===== config.mk =====
export PLATFORM = sky130hd
export DESIGN_NAME = adrv9001_rx_burst_ctrl
export DESIGN_NICKNAME = d
export VERILOG_FILES = /design/src/rtl/adrv9001_rx_burst_ctrl.sv
export SDC_FILE = /design/constraint.sdc
export NUM_CORES = 1
export LEC_CHECK = 0
export CAP_MARGIN = 20
export CELL_PAD_IN_SITES_DETAIL_PLACEMENT = 0
export CELL_PAD_IN_SITES_GLOBAL_PLACEMENT = 1
export CORE_UTILIZATION = 47
export DETAILED_ROUTE_END_ITERATION = 8
export PLACE_DENSITY_LB_ADDON = 0.1
export RECOVER_POWER = 100
export SYNTH_ARGS = -nofsm -noshare
export SYNTH_HDL_FRONTEND = slang
export SYNTH_SLANG_ARGS = --single-unit

===== constraint.sdc =====
create_clock -name clk -period 5.7 [get_ports clk]
set_input_delay 1.14 -clock clk [delete_from_list [all_inputs] [get_ports clk]]
set_output_delay 1.14 -clock clk [all_outputs]
set_load 0.1 [all_outputs]

===== src/rtl/adrv9001_rx_burst_ctrl.sv =====
`default_nettype none
// ---------------------------------------------------------------------------------------------
// adrv9001_rx_burst_ctrl: queued RX burst scheduler; macro ADRV9001_RX_BURST_TSTAMP_EN adds a
// burst start timestamp.  Rev 1.0
// ---------------------------------------------------------------------------------------------
module adrv9001_rx_burst_ctrl #(
  parameter int CMD_DEPTH = 4,
  parameter int DRAIN_MAX = 1024
) (
  input  logic                       clk,
  input  logic                       rstn,
  input  logic [31:0]                s_cmd_tdata,
  input  logic                       s_cmd_tvalid,
  output logic                       s_cmd_tready,
  input  logic                       abort,
  output logic                       rx_enable,
  input  logic                       rx_tvalid,
  input  logic                       rx_tlast,
  output logic                       burst_active,
  output logic                       burst_done,
  output logic [1:0]                 burst_status,
  output logic                       cmd_err,
  output logic [$clog2(CMD_DEPTH):0] cmd_level,
  output logic [31:0]                burst_tstamp
);

  localparam int c_ptr_w = $clog2(CMD_DEPTH);
  localparam int c_lvl_w = c_ptr_w + 1;
  localparam int c_drn_w = $clog2(DRAIN_MAX + 1);

  localparam logic [1:0] c_st_ok    = 2'b00;
  localparam logic [1:0] c_st_abort = 2'b01;
  localparam logic [1:0] c_st_tmo   = 2'b10;

  typedef enum logic [1:0] {
    ST_IDLE   = 2'd0,
    ST_WAIT   = 2'd1,
    ST_ENABLE = 2'd2,
    ST_DRAIN  = 2'd3
  } state_t;

  state_t               r_state;
  state_t               w_next;
  logic [15:0]          r_delay;
  logic [15:0]          r_len;
  logic [15:0]          r_cnt;
  logic [c_drn_w-1:0]   r_drain;
  logic                 r_aborted;
  logic                 r_done;
  logic [1:0]           r_status;
  logic                 r_cmd_err;
  logic                 r_ready_en;
  logic                 w_done;
  logic [1:0]           w_status;

  logic [31:0]          r_mem [CMD_DEPTH];
  logic [c_ptr_w-1:0]   r_wptr;
  logic [c_ptr_w-1:0]   r_rptr;
  logic [c_lvl_w-1:0]   r_level;
  logic                 w_push;
  logic                 w_store;
  logic                 w_pop;
  logic [31:0]          w_head;

  // Ready is held low until the first cycle after reset release.
  assign s_cmd_tready = r_ready_en && (r_level != c_lvl_w'(CMD_DEPTH));
  assign w_push       = s_cmd_tvalid && s_cmd_tready;
  assign w_store      = w_push && (s_cmd_tdata[15:0] != 16'd0) && !abort;
  assign w_head       = r_mem[r_rptr];
  assign w_pop        = (r_state == ST_IDLE) && (r_level != '0) && !r_done && !abort;

  always_ff @(posedge clk) begin
    if (w_store) begin
      r_mem[r_wptr] <= s_cmd_tdata;
    end
  end

  always_ff @(posedge clk) begin
    if (!rstn) begin
      r_wptr  <= '0;
      r_rptr  <= '0;
      r_level <= '0;
    end else if (abort) begin
      r_wptr  <= '0;
      r_rptr  <= '0;
      r_level <= '0;
    end else begin
      if (w_store) r_wptr <= r_wptr + c_ptr_w'(1);
      if (w_pop)   r_rptr <= r_rptr + c_ptr_w'(1);
      case ({w_store, w_pop})
        2'b10:   r_level <= r_level + c_lvl_w'(1);
        2'b01:   r_level <= r_level - c_lvl_w'(1);
        default: r_level <= r_level;
      endcase
    end
  end

  always_comb begin
    w_next   = r_state;
    w_done   = 1'b0;
    w_status = c_st_ok;
    case (r_state)
      ST_IDLE: begin
        if (w_pop) begin
          w_next = (w_head[31:16] != 16'd0) ? ST_WAIT : ST_ENABLE;
        end
      end
      ST_WAIT: begin
        if (abort) begin
          w_next   = ST_IDLE;
          w_done   = 1'b1;
          w_status = c_st_abort;
        end else if (r_delay == 16'd0) begin
          w_next = ST_ENABLE;
        end
      end
      ST_ENABLE: begin
        if (abort || (rx_tvalid && (r_cnt == r_len - 16'd1))) begin
          w_next = ST_DRAIN;
        end
      end
      ST_DRAIN: begin
        // A tlast coinciding with the timeout wins; an abort overrides both.
        if (rx_tlast || (r_drain == c_drn_w'(DRAIN_MAX - 1))) begin
          w_next = ST_IDLE;
          w_done = 1'b1;
          if (r_aborted || abort) w_status = c_st_abort;
          else if (rx_tlast)      w_status = c_st_ok;
          else                    w_status = c_st_tmo;
        end
      end
      default: w_next = ST_IDLE;
    endcase
  end

  always_ff @(posedge clk) begin
    if (!rstn) begin
      r_state    <= ST_IDLE;
      r_delay    <= '0;
      r_len      <= '0;
      r_cnt      <= '0;
      r_drain    <= '0;
      r_aborted  <= 1'b0;
      r_done     <= 1'b0;
      r_status   <= c_st_ok;
      r_cmd_err  <= 1'b0;
      r_ready_en <= 1'b0;
    end else begin
      r_state    <= w_next;
      r_ready_en <= 1'b1;
      r_done     <= w_done;
      r_cmd_err  <= w_push && (s_cmd_tdata[15:0] == 16'd0);
      if (w_done) r_status <= w_status;

      if (w_pop) begin
        r_delay   <= w_head[31:16] - 16'd1;
        r_len     <= w_head[15:0];
        r_cnt     <= '0;
        r_aborted <= 1'b0;
      end else if ((r_state == ST_WAIT) && (r_delay != 16'd0)) begin
        r_delay <= r_delay - 16'd1;
      end

      if ((r_state == ST_ENABLE) && rx_tvalid) r_cnt <= r_cnt + 16'd1;

      r_drain <= ((r_state == ST_DRAIN) && (w_next == ST_DRAIN)) ? r_drain + c_drn_w'(1) : '0;

      if (abort && ((r_state == ST_ENABLE) || (r_state == ST_DRAIN))) r_aborted <= 1'b1;
    end
  end

  assign rx_enable    = (r_state == ST_ENABLE);
  assign burst_active = (r_state != ST_IDLE);
  assign burst_done   = r_done;
  assign burst_status = r_status;
  assign cmd_err      = r_cmd_err;
  assign cmd_level    = r_level;

`ifdef ADRV9001_RX_BURST_TSTAMP_EN
  logic [31:0] r_tcnt;
  logic [31:0] r_tstamp;

  // Captured on the edge into ENABLE so the value matches the counter in the rise cycle.
  always_ff @(posedge clk) begin
    if (!rstn) begin
      r_tcnt   <= '0;
      r_tstamp <= '0;
    end else begin
      r_tcnt <= r_tcnt + 32'd1;
      if ((w_next == ST_ENABLE) && (r_state != ST_ENABLE)) r_tstamp <= r_tcnt + 32'd1;
    end
  end

  assign burst_tstamp = r_tstamp;
`else
  assign burst_tstamp = 32'd0;
`endif

endmodule
`default_nettype wire

==> metrics.yaml <==
result_of_the_run: "finished with violations"
violated_checks: "capacitance limit, slew limit"
cts_tree: "done"
ioPinCount: 80
rsz_0062_raised_after_global_routing: "false"
timing_worst_setup_path_type: "in2reg"
stdcell_count: 1066
die_w_um: 142
synth-compound-area-share_pct: 6.28
synthesis.area_per_instance_um2: 12.4
clock_tree.htree_level_count: 1
synth_top_family_by_area: "simple AND/OR/NAND/NOR gates"
drtAntennaViolNets: 0
maxCapViolations: 5
synth_edf_count: 128
cts_setup_buffers: 0
postLayoutCoreUtil_pct: 55.3
clock_input_transition_at_the_sequential_cells_of_the_worst_setup_and_hold_paths_ps: 60
drt_iter0_markers: 257
wire_per_inst_um: 17.0
final_period_minus_worst_setup_slack_ps: 4840
post_synth_fa_ha_maj_area_fraction_pct: 1.44
post_route_cells_drive_above_1_share_pct: 10.8
n_antenna_cell: 0
dieArea_um2: 20200
cell_area_placed_um2: 9840
detail_route.vias_per_cell: 5.33
post_synth_most_frequent_cells: "128 x sky130_fd_sc_hd__edfxtp_1, 76 x sky130_fd_sc_hd__dfxtp_1, 72 x sky130_fd_sc_hd__nand2_1"
synth_seq_cells: 204
dp_worst_setup_slack_ps: 692
synth.yosys.warnings: 0
leading_register_cell_type_out_of_synthesis: "sky130_fd_sc_hd__edfxtp_1"
vias_in_the_first_global_route: 5617
num_rows: 50
reg2reg_depth: 14
report.final.hold_viol_count: 0
synth.area.mux_share_pct: 10.1
fin_tns_setup_ps: 0
synth-xor-area-share_pct: 5.41
start_util_pct: 48.7
clk_lat_worst_skew_ps: 520
tritoncts_num_sinks: 204
chipHeight_um: 142
finalInstanceArea_um2: 10500
cpLargestDelayFamily: "simple AND/OR/NAND/NOR gates"
clk_root_buffer_cell: "sky130_fd_sc_hd__clkbuf_16"
data_arrival_critical_path_ps: 5160
cp.buffers_inverters: 5
yosys.area_share.simple_pct: 13.6
power.static_leakage_uw: 0.00352
finClkSkew_ps: 24.3
pin_count_of_the_biggest_net_entering_global_routing: 42
grt_first_pass_wirelength_mm: 29.8
startpoint_types: "input pin"
cts_hold_buf: 0
holdCritPathClass: "reg2reg"
synth-async-reset-ratio_pct: 0
drc: 0
netlist_top_cells_area: "sky130_fd_sc_hd__edfxtp_1 42%, sky130_fd_sc_hd__dfxtp_1 16%, sky130_fd_sc_hd__mux4_2 7.1%"
core_area_um2: 19000
critPathLaunch: "abort"
layout_worst_path_cycle_share_pct: 85.0
critical_path.reg2reg.startpoint: "cmd_level[0]$_SDFFE_PP0P_"
max_freq_ghz: 0.206
synth.cell_area_um2: 9230
cts_buffer_depth: 3
overflow: 0
yosysTopAreaCellShare_pct: 41.6
cts_buf_count: 22
cp_max_fo: 41
crit_end_category: "flip-flop"
layout-area-overhead-vs-synth_pct: 13.6
cpPeakStageDelay_ps: 550
finalSetupViolCount: 0
synth.largest_area_cell: "sky130_fd_sc_hd__edfxtp_1"
critPathSlowestCell: "sky130_fd_sc_hd__or4_1"
grt_antenna_before_repair: 0
synth_cell_types: 70
endpoint: "r_delay[14]$_SDFFE_PN0P_"
timing.critical_path.cells: "clkdlybuf4s50_1, buf_4, or4_1, or2_0, clkinv_1, buf_4, nand2_1, a21boi_0, ha_1, inv_1, or4_1, o32ai_2, nor4b_2, nand2_1, xor2_1, a21oi_1"
dp_hpwl_mm: 12.0
route.final.wire_length_mm: 18.2
reg2reg_slack_ps: 1400
port_buffers: 47
vdd_ir_drop_max_uv: 266
dpl.cell_count: 1028
first_pass_iters: 5
critical_path.reg2reg.endpoint: "r_delay[14]$_SDFFE_PN0P_"
groute.usage.overall_pct: 19.0
critical_path_cell_count: 16
worst_pin_slew_ps: 2160
dr_total_vias: 5684
final-max-slew-violation-count: 172
finalWeightedCongestion: 0.806
post_synth_inst_count: 742
cts_repair_resize_count: 0
num-nets-final: 840
yosysMostFrequentCell: "sky130_fd_sc_hd__edfxtp_1"
setup_ws_ps: 857
seq_area_frac_synth_pct: 58.1
relSlewSlack_pct: -44.1
cp.required_ps: 6010
power.density_nw_per_um2: 310
area by class of cell:
class / count / area [um^2]
fillers: 1618 / 8480
inverters: 18 / 67.6
well taps: 260 / 325
clock inverters: 5 / 75.1
clock buffers: 33 / 612
repair buffers: 58 / 531
flip-flops and latches: 204 / 5370
multi-input cells: 488 / 3500
worst reg2reg max path: stages (launching register included):
cell and delay (ps):
sky130_fd_sc_hd__dfxtp_1 340, sky130_fd_sc_hd__nor3_1 520, sky130_fd_sc_hd__or2_0 490, sky130_fd_sc_hd__clkinv_1 200, sky130_fd_sc_hd__buf_4 330, sky130_fd_sc_hd__nand2_1 170
sky130_fd_sc_hd__a21boi_0 220, sky130_fd_sc_hd__ha_1 210, sky130_fd_sc_hd__inv_1 90, sky130_fd_sc_hd__or4_1 550, sky130_fd_sc_hd__o32ai_2 290, sky130_fd_sc_hd__nor4b_2 370
sky130_fd_sc_hd__nand2_1 110, sky130_fd_sc_hd__xor2_1 140, sky130_fd_sc_hd__a21oi_1 70
layer usage:
layer  track usage [%]  vias to the layer above  part of all wire [%]
met4              6.00                        0                   2.4
met3              2.99                       34                   4.6
met1              26.8                     2729                    47
li1                  -                     2760                     -
met2              30.2                      161                    46
met5                 0                        -                     0
worst min-delay path by stage:
stage,start,end,slack (ps),cells past startpoint
after floorplan,r_aborted$_SDFFE_PN0P_,r_aborted$_SDFFE_PN0P_,430,2
final,r_len[15]$_SDFFE_PN0P_,r_len[15]$_SDFFE_PN0P_,480,2
after CTS,r_delay[15]$_SDFFE_PN0P_,r_delay[15]$_SDFFE_PN0P_,480,2
after global routing,r_len[15]$_SDFFE_PN0P_,r_len[15]$_SDFFE_PN0P_,510,2
after detailed placement,r_aborted$_SDFFE_PN0P_,r_aborted$_SDFFE_PN0P_,460,2
after global placement,r_aborted$_SDFFE_PN0P_,r_aborted$_SDFFE_PN0P_,450,2
registers in the layout, indices dropped and copies added, names as in the netlist, named ones only:
name,flops
cmd_err,1
burst_status,2
r_drain,11
r_aborted,1
cmd_level,3
r_len,16
burst_done,1
r_ready_en,1
r_wptr,2
r_rptr,2
r_cnt,16
r_state,2
r_mem,128
r_delay,16
placed cells by master (no fill, tap or decap), drive strengths merged, types with 2 or more instances in the layout:
cell type / count
edfxtp: 128
dfxtp: 76
nand2: 72
nor2: 69
dlygate4sd3: 43
clkbuf: 39
a21oi: 35
xnor2: 32
conb: 32
mux4: 32
xor2: 25
nand3: 20
inv: 17
nor3: 16
mux2i: 13
or3: 13
nor4: 12
o21ai: 12
ha: 9
or2: 8
nand4: 7
a211oi: 7
or4: 6
a31oi: 6
mux2: 6
and2: 6
and3: 5
nor2b: 5
buf: 5
clkinv: 5
o21a: 4
clkdlybuf4s50: 4
and4: 3
nand3b: 3
nor3b: 3
nand2b: 2
o22ai: 2
o221ai: 2
nor4b: 2
power by group:
group,total (uW),leakage (uW),internal (uW),switching [uW]
sequential,1600,0.00177,1590,11.1
clock,1340,0.000333,790,552
combinational,309,0.00142,90.8,218
total,3250,0.00352,2470,781
metrics by stage:
step                      hold WS [ps]  power (uW)
after global routing               514        3370
final                              481        3250
after detailed placement           458        1940
after global placement             447        1940
after floorplan                    429        1880
after CTS                          483        3300
kinds of logic after synthesis:
family	after synthesis
AND/OR/NAND/NOR	253
flip-flops	204
adder cells (fa/ha/maj)	10
XOR/XNOR	57
buffers and inverters	81
other	1
AO/OA/AOI/OAI	85
multiplexers	51
(Power assumes the default switching activity.)
